$ cat config.mk
export PLATFORM = sky130hd
export DESIGN_NAME = mid_frame_ctrl
export DESIGN_NICKNAME = d
export VERILOG_FILES = /design/src/rtl/mid_frame_ctrl.sv
export SDC_FILE = /design/constraint.sdc
export NUM_CORES = 1
export LEC_CHECK = 0
export ABC_AREA = 1
export CELL_PAD_IN_SITES_DETAIL_PLACEMENT = 0
export CELL_PAD_IN_SITES_GLOBAL_PLACEMENT = 1
export CORE_ASPECT_RATIO = 1.25
export CORE_UTILIZATION = 46
export DETAILED_ROUTE_END_ITERATION = 8
export PLACE_DENSITY = 0.94
export SETUP_SLACK_MARGIN = 0.15
export SLEW_MARGIN = 40
export SYNTH_ARGS = -nofsm -noshare
export SYNTH_HDL_FRONTEND = slang
export SYNTH_SLANG_ARGS = --single-unit
$ cat constraint.sdc
create_clock -name clk -period 3.61 [get_ports clk]
set_clock_uncertainty 0.05 [all_clocks]
set_input_delay 0.722 -clock clk [delete_from_list [all_inputs] [get_ports clk]]
set_output_delay 0.722 -clock clk [all_outputs]
set_load 0.02 [all_outputs]
$ cat src/rtl/mid_frame_ctrl.sv
// mid_frame_ctrl: frame sequencer for the median-filter path.
// It detects frame starts on y_vs and pulses the pipeline clear.
// It latches filter/bypass mode only at frame boundaries.
// It checks input geometry against COL x ROW.
// It counts drained output lines (mid_de) to flag frame completion.
module mid_frame_ctrl #(
  parameter int COL     = 640,
  parameter int ROW     = 480,
  parameter int CLR_LEN = 4
) (
  input  logic        clk,
  input  logic        rst_n,
  input  logic        y_vs,
  input  logic        y_de,
  input  logic        mid_de,
  input  logic        cfg_filt_en,
  output logic        pipe_rst_n,
  output logic        sel_filt,
  output logic        frame_start,
  output logic        frame_done,
  output logic        geo_err,
  output logic [7:0]  err_cnt,
  output logic [15:0] frame_cnt,
  output logic [1:0]  state
);

  localparam int PW = $clog2(COL + 1);
  localparam int LW = $clog2(ROW + 1);
  localparam int CW = (CLR_LEN > 1) ? $clog2(CLR_LEN) : 1;

  localparam logic [PW-1:0] PIX_SAT  = {PW{1'b1}};
  localparam logic [PW-1:0] COL_V    = PW'(COL);
  localparam logic [LW-1:0] ROW_V    = LW'(ROW);
  localparam logic [LW-1:0] OUT_SAT  = {LW{1'b1}};
  localparam logic [CW-1:0] CLR_LAST = CW'(CLR_LEN - 1);

  typedef enum logic [1:0] {
    S_IDLE   = 2'd0,
    S_CLEAR  = 2'd1,
    S_ACTIVE = 2'd2,
    S_DRAIN  = 2'd3
  } state_t;

  state_t        st, st_nx;
  logic          vs_r, de_r, mde_r;
  logic          vs_rise, de_fall, mde_fall;
  logic [CW-1:0] clr_cnt, clr_nx;
  logic [PW-1:0] pix_cnt, pix_nx;
  logic [LW-1:0] line_cnt, line_nx;
  logic [LW-1:0] out_cnt, out_nx;
  logic          sel_nx, start_nx, done_nx, err_nx, accept;
  logic [7:0]    errc_nx;
  logic [15:0]   fcnt_nx;

  assign vs_rise  = y_vs & ~vs_r;
  assign de_fall  = de_r & ~y_de;
  assign mde_fall = mde_r & ~mid_de;
  assign state    = st;

  // Next-state and next-output decode for the frame sequencer
  always_comb begin
    st_nx    = st;
    clr_nx   = clr_cnt;
    pix_nx   = pix_cnt;
    line_nx  = line_cnt;
    out_nx   = out_cnt;
    sel_nx   = sel_filt;
    start_nx = 1'b0;
    done_nx  = 1'b0;
    err_nx   = 1'b0;
    fcnt_nx  = frame_cnt;
    accept   = 1'b0;

    // Output lines drain in every state except while the pipe is being cleared
    if (st != S_CLEAR && mde_fall && out_cnt != OUT_SAT)
      out_nx = out_cnt + LW'(1);

    case (st)
      S_IDLE: begin
        accept = vs_rise;
      end
      S_CLEAR: begin
        // Pixels arriving while the pipe is held in clear are lost
        if (y_de) err_nx = 1'b1;
        if (vs_rise)
          clr_nx = CLR_LAST;
        else if (clr_cnt == '0)
          st_nx = S_ACTIVE;
        else
          clr_nx = clr_cnt - CW'(1);
      end
      S_ACTIVE: begin
        if (y_de && pix_cnt != PIX_SAT) pix_nx = pix_cnt + PW'(1);
        if (de_fall) begin
          if (pix_cnt != COL_V) err_nx = 1'b1;
          line_nx = line_cnt + LW'(1);
          pix_nx  = '0;
          if (line_nx == ROW_V) st_nx = S_DRAIN;
        end
        // A new frame always wins; it is short only if lines are still missing
        if (vs_rise) begin
          if (line_nx < ROW_V) err_nx = 1'b1;
          accept = 1'b1;
        end
      end
      S_DRAIN: begin
        if (de_fall) err_nx = 1'b1;
        if (out_nx >= ROW_V) begin
          done_nx = 1'b1;
          fcnt_nx = frame_cnt + 16'd1;
          st_nx   = S_IDLE;
        end
        if (vs_rise) begin
          if (!done_nx) err_nx = 1'b1;
          accept = 1'b1;
        end
      end
      default: st_nx = S_IDLE;
    endcase

    if (accept) begin
      st_nx    = S_CLEAR;
      clr_nx   = CLR_LAST;
      sel_nx   = cfg_filt_en;
      start_nx = 1'b1;
      pix_nx   = '0;
      line_nx  = '0;
      out_nx   = '0;
    end

    errc_nx = (err_nx && err_cnt != 8'hFF) ? err_cnt + 8'd1 : err_cnt;
  end

  // State, counters, edge history and registered outputs
  always_ff @(posedge clk or negedge rst_n) begin
    if (!rst_n) begin
      st          <= S_IDLE;
      vs_r        <= 1'b0;
      de_r        <= 1'b0;
      mde_r       <= 1'b0;
      clr_cnt     <= '0;
      pix_cnt     <= '0;
      line_cnt    <= '0;
      out_cnt     <= '0;
      pipe_rst_n  <= 1'b0;
      sel_filt    <= 1'b0;
      frame_start <= 1'b0;
      frame_done  <= 1'b0;
      geo_err     <= 1'b0;
      err_cnt     <= 8'd0;
      frame_cnt   <= 16'd0;
    end else begin
      st          <= st_nx;
      vs_r        <= y_vs;
      de_r        <= y_de;
      mde_r       <= mid_de;
      clr_cnt     <= clr_nx;
      pix_cnt     <= pix_nx;
      line_cnt    <= line_nx;
      out_cnt     <= out_nx;
      pipe_rst_n  <= (st_nx != S_CLEAR);
      sel_filt    <= sel_nx;
      frame_start <= start_nx;
      frame_done  <= done_nx;
      geo_err     <= err_nx;
      err_cnt     <= errc_nx;
      frame_cnt   <= fcnt_nx;
    end
  end

endmodule

* Word-level counts from Yosys, hierarchy flattened
Cells that the tools add are included.
Word-level totals: latch bits 0, flip-flop bits (word level) 64, output and inout bits 31, memory bits (read-only) 0, bits in writable memories 0, memories 0, logic and storage cells 89
Cells by class: mux-type cells 36, bitwise logic cells 6, $lt $le $gt $ge 2, reductions and logical operators 13, shifts and indexed selects 0, add/subtract/negate cells 6, divide/modulo/power cells 0, $mul 0, equality and inequality tests 11
Operator list (number):
- 9-bit two-way mux | 6
- 10-bit two-way mux | 4
- 2-bit two-way mux | 10
- 10-bit inequality test (second input constant) | 2
- 9-bit by 1-bit adder with 9-bit output (second input constant) | 2
- 16-bit by 1-bit adder with 16-bit output (second input constant) | 1
- 1-bit two-way mux | 13
- 10-bit by 1-bit adder with 10-bit output (second input constant) | 1
- 9-bit equality test (second input constant) | 1
- 9-bit >= comparator (second input constant) | 1
- 9-bit less-than comparator (second input constant) | 1
- 9-bit inequality test (second input constant) | 1
- 8-bit by 1-bit adder with 8-bit output (second input constant) | 1
- 8-bit inequality test (second input constant) | 1
- 2-bit case mux with 3 select lines | 1
- 2-bit AND reduction | 3
- 2-bit equality test (second input constant) | 2
- 1-bit logical AND | 4
- 2-bit zero test | 2
- 2-bit by 1-bit inequality test with 1-bit output (second input constant) | 2
- 2-bit nonzero test | 2
- 1-bit AND | 3
- 3-bit inequality test (second input constant) | 1
- 1-bit NOT | 3
- other kinds (6) | 6

* Depth between registers and ports, before layout
depth after elaboration 12, mapped depth 19

* Worst setup path after synthesis
No wires, ideal clock.
kind register to register, start point register out_cnt[1], end point register frame_cnt[9], clock period less this slack 2.273 ns, data arrival time 2.101 ns, stages on the path, launching flop included 18, setup time 0.122 ns, slack 1.337 ns, cells stage by stage dfrtp_1 > ha_1 > nand2_1 > nor4_1 > ha_1 > inv_1 > nand3_1 > nor2_4 > buf_6 > nand3_2 > nand2_1 > nor2_4 > nand4_4 > inv_2 > nand2_1 > nor2_2 > nand2_1 > xor2_1
Between the ends: longest elaborated chain between the ends 5, elaborated cells between the ends (all ways) 6, those cells by class add/sub (1); order compare (1); eq/ne (1); mux (1); reduce/logical (2)
Ends and longest elaborated chain:
- start: declaration | RTL line 50 | logic [LW-1:0] out_cnt, out_nx;
- start signal: assignment | RTL line 160 | out_cnt <= out_nx;
- branches (longest 2 deep; another with 9-bit by 1-bit adder with 9-bit output)
- 9-bit two-way mux (*) | RTL line 75 | if (st != S_CLEAR && mde_fall && out_cnt != OUT_SAT)
- 9-bit >= comparator (*) | RTL line 108 | if (out_nx >= ROW_V) begin
- 2-bit AND reduction (no source line) (*)
- end signal: assignment | RTL line 167 | frame_cnt <= fcnt_nx;
- end: declaration | RTL line 23 | output logic [15:0] frame_cnt,
Mark *: on every way between the ends. A chain may end at the register's enable or synchronous reset.

* Worst setup path in the final report
Same ends and word-level chain as after synthesis.

==> results.ini <==
[run_status]
status = finished clean

[worst_setup_path]
endpoint_kind = flip-flop
crit_path_top_delay_cell = dfrtp_1
path_cells = ha_1, nand2_1, nor4_1, ha_1, inv_1, nand3_1, nor2_4, nand2_1, nand2_1, nand2_1, nor2_4, nand4_4, inv_2, nand2_1, nor2_2, nand2_1, xor2_1
cp_common_cell = nand2_1
cp_slowest_stage_delay_ps = 400
crit_family = simple AND/OR/NAND/NOR gates
setup.worst_path.start = out_cnt[1]$_DFF_PN0_
start_kind = flip-flop
worst-path-buf-inv = 2
worstPathArrival_ps = 3020
required_ps = 3790
r2r_start = out_cnt[1]$_DFF_PN0_
critical_path_class = reg -> reg
path_max_fanout = 12

[global_routing]
grt_max_degree = 41
met2_usage_pct = 35.85
grt_use_met3_pct = 5.909
grtUsageTotal_pct = 21.31
grt_pass1_wl_mm = 12.95
grt_pass1_vias = 2859
use_met1_pct = 25.59
overflow = 0
grt-busiest-layer = met2
antenna_found_initial = 0

[layout]
multi_input_area_um2 = 1692
area_growth_pct = 18.15
nFillCells = 674
fin_cells = 572
final_nets = 491
drive_gt1_share_pct = 10.42
ff_latch_area_um2 = 1602
num_antenna_cells = 0
final_util_pct = 56.67

[sta]
period_needed_ps = 2837
rsz0062_at_grt = false
finalCritPeriodShare_pct = 78.58
slew_headroom_pct = 66.26
maxSlewViolCount = 0
max_freq_mhz = 352.5
setup_viol = 0
worst_slew_pin_slew_ps = 506.2
hold_viol_final = 0
setup-tns-final_ps = 0

[run]
cap_violations = 0

[synth]
synth_area_leaders = dfrtp_1, nand2_1, inv_1
synth_common_cells = nand2_1, dfrtp_1, inv_1
synth_ff_type = dfrtp_1
yosysWarningCount = 0
yosysTopAreaCellShare_pct = 45.12
synth_cells = 431
synth_seq_cells = 64
synth_most_common_cell = nand2_1
synth_edf_count = 0
syn_nets = 446
syn_area_per_cell_um2 = 8.236
synthArstFlopShare_pct = 100.0
syn_area_um2 = 3550
ys_types = 39
yosysTopAreaCell = dfrtp_1
ys_seq_area_share_pct = 45.12

[route]
avgViaCountPerCell = 5.140
drtPass1Iterations = 6
drt_iter0_drc = 98
wl_per_cell_um = 13.13
wl_mm = 7.511
vias = 2940
ant_nets = 0
post-route-drc-count = 0

[min_path]
min_path_type = in -> async

[die]
die_x_um = 80.57
core-area_um2 = 7401
start_util_pct = 47.96
fp.dieArea_um2 = 8074
io_pins = 37
std_cell_rows = 35
die_height_um = 100.2

[clock_tree]
cts_tree = yes
cts_root_buf = clkbuf_8
clk_pin_slew_worst_paths_ps = 70
clock_sinks = 64
postCtsSetupRepairBufs = 0
clk_latency_ps = 340
post_cts_resized = 0
cts_made_buffers = 9
htree_num_levels = 3
ctsHoldBuffers = 0
clock_path_buffers = 2

[pwr]
leakage_nw = 1.947
power_density_nw_per_um2 = 579.3
ir_worst_vdd_uv = 295.3

[placed_design]
dpl.cell_count = 557
port-buffer-count = 36
hpwl_mm = 5.514
place.gp.congestion = 0.8148

[layout make-up]
type                    instances  share of cell area [%]
well taps                      92                   2.745
multi-input cells             306                   40.33
repair buffers                 39                   9.069
inverters                      56                   5.012
clock inverters                 5                   1.372
flip-flops and latches         64                   38.19
clock buffers                  10                   3.282
[through the flow]
stage	cell area, um^2	hold WS [ps]	worst slack [ps]	power, mW
final	4194	300.6	773.1	2.430
after global routing	4194	327.3	541.8	2.620
after CTS	4194	308.8	755.3	2.456
after detailed placement	3999	409.2	517.6	1.840
after global placement	3996	404.4	603.3	1.824
after floorplan	3550	376.4	1337	1.580
[where the power goes]
group,internal [mW],switching (mW)
registers,0.864,0.134
logic,0.308,0.514
clock network,0.332,0.279
[state kept, by name, summed over array words and instances, names as in the netlist]
register,count
mde_r,1
de_r,1
out_cnt,9
geo_err,1
state,2
frame_cnt,16
vs_r,1
frame_start,1
err_cnt,8
pipe_rst_n,1
frame_done,1
line_cnt,9
sel_filt,1
clr_cnt,2
pix_cnt,10
[cells in the final DEF (no fill, tap or decap), types with 2 or more instances in the layout]
cell / netlist / final
clkdlybuf4s50_1: 0 / 35
o21ai_1: 4 / 4
inv_2: 7 / 7
nand4_1: 16 / 16
nand2_2: 3 / 3
xnor2_1: 9 / 9
nand2_4: 2 / 2
nor3_1: 4 / 4
a21oi_1: 16 / 16
inv_1: 48 / 48
nor2_4: 5 / 5
nor2_1: 38 / 38
o21ai_0: 16 / 16
clkbuf_8: 0 / 10
nand2_1: 109 / 109
dfrtp_1: 64 / 64
buf_4: 1 / 4
o22ai_1: 6 / 6
clkinvlp_4: 0 / 3
xor2_1: 16 / 16
ha_1: 9 / 9
nand3_1: 25 / 25
a22o_1: 2 / 2
nor4_1: 5 / 5
nor2_2: 7 / 7
[per-layer routing]
metal / up-vias / share of wire (%)
li1: 1493 / -
met1: 1389 / 44
met2: 50 / 51
met3: 8 / 3.5
met4: 0 / 1.7
met5: - / 0
[worst reg2reg max path, stage by stage, from the launching register on]
cell and delay, ps:
dfrtp_1 400, ha_1 210, nand2_1 110, nor4_1 70
ha_1 170, inv_1 50, nand3_1 110, nor2_4 250
nand2_1 90, nand2_1 70, nand2_1 90, nor2_4 120
nand4_4 210, inv_2 230, nand2_1 150, nor2_2 150
nand2_1 80, xor2_1 150
[final timing paths]
| check | cells past startpoint | slack [ps] | endpoint |
|---|---|---|---|
| setup reg to reg | 17 | 770 | frame_cnt[9]$_DFFE_PN0P_ |
| max in group asynchronous | 2 | 2590 | pix_cnt[3]$_DFFE_PN0P_ |
| min in group clk | 2 | 430 | sel_filt$_DFFE_PN0P_ |
| hold reg to reg | 2 | 430 | sel_filt$_DFFE_PN0P_ |
| hold / removal | 1 | 300 | out_cnt[4]$_DFF_PN0_ |
| setup / recovery | 17 | 770 | frame_cnt[9]$_DFFE_PN0P_ |
[cell families (layout without fill, tap and decap cells)]
group           after synthesis  in the layout  share of synthesized area (%)
fa+ha+maj                     9              9                          3.172
simple gates                220            220                          29.75
compound gates               52             52                          8.566
flops                        64             64                          45.12
buf+inv                      61            110                          7.226
xor+xnor                     25             25                          6.168
Note: power is estimated with default switching activity, not from simulation.
